## config.mk

```make
export PLATFORM = sky130hd
export DESIGN_NAME = led_breathe
export DESIGN_NICKNAME = d
export VERILOG_FILES = /design/src/rtl/led_breathe.sv
export SDC_FILE = /design/constraint.sdc
export NUM_CORES = 1
export LEC_CHECK = 0
export CAP_MARGIN = 20
export CORE_ASPECT_RATIO = 1.75
export CORE_MARGIN = 8
export CORE_UTILIZATION = 50
export DETAILED_ROUTE_END_ITERATION = 10
export PLACE_DENSITY = 0.69
export REMOVE_ABC_BUFFERS = 1
export SLEW_MARGIN = 10
export SYNTH_ARGS = -nofsm -noshare
export SYNTH_HDL_FRONTEND = slang
export SYNTH_SLANG_ARGS = --single-unit
```

## constraint.sdc

```tcl
create_clock -name CLK -period 3.1 [get_ports CLK]
set_input_delay 0.62 -clock CLK [delete_from_list [all_inputs] [get_ports CLK]]
set_output_delay 0.62 -clock CLK [all_outputs]
set_load 0.005 [all_outputs]
```

## src/rtl/led_breathe.sv

```systemverilog
// Breathing-LED driver: a prescaler paces a brightness level through a
// ramp-up / hold-high / ramp-down / hold-low cycle, and a free-running PWM
// counter turns that level into a registered LED drive.
module led_breathe #(
    parameter int unsigned CLK_FREQ       = 100_000_000,
    parameter int unsigned PWM_BITS       = 8,
    parameter int unsigned RAMP_STEP_CLKS = 195_312,
    parameter int unsigned HOLD_STEPS     = 64
) (
    input  logic                CLK,
    input  logic                RST_N,
    input  logic                en,
    output logic                LED,
    output logic [PWM_BITS-1:0] level,
    output logic                cycle_done
);

    // Counter widths never drop below one bit so the degenerate
    // single-clock step and single-step hold still elaborate.
    localparam int unsigned PreW  = (RAMP_STEP_CLKS > 1) ? $clog2(RAMP_STEP_CLKS) : 1;
    localparam int unsigned HoldW = (HOLD_STEPS > 1) ? $clog2(HOLD_STEPS) : 1;

    localparam logic [PreW-1:0]     PreLast  = PreW'(RAMP_STEP_CLKS - 1);
    localparam logic [HoldW-1:0]    HoldLast = HoldW'(HOLD_STEPS - 1);
    localparam logic [PWM_BITS-1:0] LevelMax = '1;

    // Parameter sanity; CLK_FREQ is informational and only checked here.
    if (CLK_FREQ == 0) begin : g_bad_clk_freq
        $error("led_breathe: CLK_FREQ must be non-zero");
    end
    if (RAMP_STEP_CLKS < 1) begin : g_bad_ramp
        $error("led_breathe: RAMP_STEP_CLKS must be >= 1");
    end
    if (HOLD_STEPS < 1) begin : g_bad_hold
        $error("led_breathe: HOLD_STEPS must be >= 1");
    end

    typedef enum logic [1:0] {
        StRampUp,
        StHighHold,
        StRampDown,
        StLowHold
    } state_e;

    logic [PreW-1:0]     pre_q;
    logic [PWM_BITS-1:0] pwm_q;
    logic [PWM_BITS-1:0] level_q;
    logic [HoldW-1:0]    hold_q;
    state_e              state_q;
    logic                led_q;
    logic                done_q;
    logic                step;

    // en low suppresses the step, so en wins over a coincident terminal count.
    assign step = en && (pre_q == PreLast);

    // Prescaler: counts while enabled, wraps on step, cleared while disabled.
    always_ff @(posedge CLK) begin
        if (!RST_N) begin
            pre_q <= '0;
        end else if (!en || step) begin
            pre_q <= '0;
        end else begin
            pre_q <= pre_q + 1'b1;
        end
    end

    // Free-running PWM counter, independent of en.
    always_ff @(posedge CLK) begin
        if (!RST_N) begin
            pwm_q <= '0;
        end else begin
            pwm_q <= pwm_q + 1'b1;
        end
    end

    // Registered PWM compare; blanked while disabled.
    always_ff @(posedge CLK) begin
        if (!RST_N) begin
            led_q <= 1'b0;
        end else begin
            led_q <= en && (pwm_q < level_q);
        end
    end

    // Breath state machine; advances only on step, so en=0 freezes it.
    always_ff @(posedge CLK) begin
        if (!RST_N) begin
            state_q <= StRampUp;
            level_q <= '0;
            hold_q  <= '0;
            done_q  <= 1'b0;
        end else begin
            done_q <= 1'b0;
            if (step) begin
                unique case (state_q)
                    StRampUp: begin
                        if (level_q == LevelMax) begin
                            state_q <= StHighHold;
                            hold_q  <= '0;
                        end else begin
                            level_q <= level_q + 1'b1;
                        end
                    end
                    StHighHold: begin
                        if (hold_q == HoldLast) begin
                            state_q <= StRampDown;
                        end else begin
                            hold_q <= hold_q + 1'b1;
                        end
                    end
                    StRampDown: begin
                        if (level_q == '0) begin
                            state_q <= StLowHold;
                            hold_q  <= '0;
                        end else begin
                            level_q <= level_q - 1'b1;
                        end
                    end
                    StLowHold: begin
                        if (hold_q == HoldLast) begin
                            state_q <= StRampUp;
                            done_q  <= 1'b1;
                        end else begin
                            hold_q <= hold_q + 1'b1;
                        end
                    end
                    default: begin
                        state_q <= StRampUp;
                    end
                endcase
            end
        end
    end

    assign LED        = led_q;
    assign level      = level_q;
    assign cycle_done = done_q;

endmodule

```

==> results.yml <==
placement:
  io_buffers: 12
  preCtsSetupSlack_ps: 683
  place_area_sq_um: 2720
  dp_hpwl_um: 4080
  dpl.cell_count: 357
  gp_congestion: 0.837
critical_path:
  crit_required_ps: 3340
  crit_fanout: 11
  cp.arrival_ps: 2570
  crit_chain: "inv_1 > ha_1 > xor2_1 > ha_1 > a21o_1 > o21ai_0 > nand4_1 > a211oi_1 > mux2i_1"
  crit_path_start_kind: "flip-flop"
  cp_slowest_stage_delay_ps: 420
  crit_buf_inv: 1
  path_common_cell: "ha_1"
  crit_path_end_kind: "flip-flop"
  critPathSlowestCell: "dfxtp_1"
  criticalPathCategory: "flip-flop to flip-flop"
  critical-path-top-delay-family: "compound AO/OA/AOI/OAI gates"
global_route:
  grtUsageMet3_pct: 3.14
  busiest_layer: "met2"
  grt_overflow_total: 0
  grtUsageTotal_pct: 14.1
  grt_max_degree: 22
  met2_usage_pct: 26.8
  grt_pass1_vias: 2135
  grtUsageMet1_pct: 13.2
  antenna_found_initial: 0
  grt_pass1_wl_um: 9320
floorplanning:
  dieArea_sq_um: 7790
  io_pins: 13
  fp.dieW_um: 70.2
  core_sq_um: 4980
  rows: 34
  initial_core_util_pct: 51.7
  fp.dieH_um: 111
pwr:
  pwr-share-comb_pct: 3.6
  ir_drop_mv: 0.458
  clkPwrFrac_pct: 42.8
  p_int_uw: 831
  power.total_mw: 1.07
  power_density_nw_per_um2: 378
  switching_power_uw: 240
  power_frac_seq_pct: 53.7
  p_sw_share_pct: 22.4
  power.leakage_nw: 1.04
sta:
  setup_viol: 0
  rsz0062_at_grt: "false"
  fmax_mhz: 428
  timing.slew.headroom_pct: 59.0
  fin_setup_tns_ps: 0
  maxSlewViolCount: 0
  worst_slew_pin_slew_ps: 613
  hold_viol_final: 0
  layout_worst_path_cycle_share_pct: 75.4
  layout_setup_ws_ps: 763
  hold_ws_ps: 465
  fin_crit_ps: 2340
  fin_skew_ps: 16.2
clock_tree:
  cts_tree: "done"
  clock_latency_ps: 300
  cts-root-buf: "clkbuf_8"
  cts_buffer_depth: 2
  clk_pin_slew_ps: 90
  cts_setup_buffers: 0
  h-tree-depth: 2
  cts_resized: 0
  hold_buffers: 0
  cts_sinks: 44
  cts_buffers: 5
detailed_routing:
  final_antenna_net_count: 0
  dr.pass1.iters: 4
  drt_iter0_markers: 140
  vias: 2167
  wire_per_inst_um: 15.0
  drt-vias-per-instance: 5.94
  wl_um: 5460
  drc: 0
synthesis:
  yosysUniqueCellTypes: 52
  synth_ff_type: "dfxtp_1"
  yosys_warnings: 0
  synth-seq-cells: 44
  synth.most_common_cell: "dfxtp_1"
  synth_edf_count: 0
  synth_top_area_share_pct: 34.2
  yosysSeqAreaShare_pct: 34.2
  synth.largest_area_cell: "dfxtp_1"
  async_flop_share_pct: 0
  synth.area.top_cells: "dfxtp_1 34%, ha_1 7.8%, xnor2_1 5.1%, nand2_1 4.1%, xor2_1 3.7%"
  postSynthCellCount: 302
  netlist_area_sq_um: 2570
  syn_avg_cell_area_sq_um: 8.53
  ys_top_cells_by_count: "44 x dfxtp_1, 28 x nand2_1, 23 x nor2_1, 18 x nand3_1"
layout:
  final_util_pct: 56.9
  layout.cells.non_filler: 365
  drive_above_1_share_pct: 6.11
  layout.nets: 329
  syn2layout_area_growth_pct: 10.0
  n_antenna_cell: 0
  fin_area_sq_um: 2830
min_path:
  hold_class: "flip-flop to flip-flop"
run:
  maxCapViolCount: 0
outcome:
  status: "completed"
## cell type report
class | count | area (sq um)
sequential | 44 | 881
clock inverter | 3 | 46.3
multi-input combinational | 226 | 1550
clock buffer | 5 | 68.8
timing repair buffer | 17 | 158
fill | 477 | 2140
tap | 54 | 67.6
inverter | 16 | 60.1
## path summary, 6_finish.rpt
kind,start,end,slack [ps],cells past startpoint
max,state_q[0]$_SDFFE_PN0P_,level[4]$_SDFFE_PN0P_,760,9
min,pre_q[0]$_SDFF_PP0_,pre_q[0]$_SDFF_PP0_,470,1
max reg2reg,state_q[0]$_SDFFE_PN0P_,level[4]$_SDFFE_PN0P_,760,9
min reg2reg,pre_q[0]$_SDFF_PP0_,pre_q[0]$_SDFF_PP0_,470,1
## logic make-up (layout without fill, tap and decap cells)
family	after synthesis	after routing	share of synthesized area [%]
multiplexers	7	7	2.72
AO/OA/AOI/OAI	50	50	14.1
flip-flops	44	44	34.2
adder cells (fa/ha/maj)	16	16	7.77
XOR/XNOR	26	26	8.84
buffers and inverters	32	41	5.54
AND/OR/NAND/NOR	127	127	26.8
## metal layers
layer	up-vias	part of all wire, %
met5	-	0
met4	0	3.6
met3	14	3.1
met2	35	54
met1	1037	40
li1	1081	-
## power by group through the flow
stage | sequential, mW | combinational (mW) | clock, mW
3_5_place_dp | 0.588 | 0.0382 | 0
4_1_cts | 0.575 | 0.0386 | 0.470
2_1_floorplan | 0.587 | 0.0197 | 0
3_3_place_gp | 0.588 | 0.0372 | 0
5_1_grt | 0.576 | 0.0431 | 0.489
6_report | 0.575 | 0.0380 | 0.458
## sequential cells by signal (all words and copies together), names as in the netlist
register / cells
pwm_q: 8
pre_q: 18
hold_q: 6
cycle_done: 1
state_q: 2
LED: 1
level: 8
## cells in the final DEF (no fill, tap or decap), drive strengths merged, types with 5 or more instances in the layout
cell / netlist / final
and2: 11 / 11
o21ai: 7 / 7
xnor2: 15 / 15
clkbuf: 6 / 5
a211oi: 5 / 5
nand2: 28 / 28
dfxtp: 44 / 44
xor2: 11 / 11
buf: 10 / 5
inv: 16 / 17
ha: 16 / 16
nand4: 8 / 8
clkdlybuf4s50: 0 / 12
nor2: 23 / 23
a21oi: 5 / 5
and3: 10 / 10
nand3: 18 / 18
nor3: 8 / 8
mux2i: 7 / 7
a21o: 6 / 6
(Power assumes the default switching activity.)
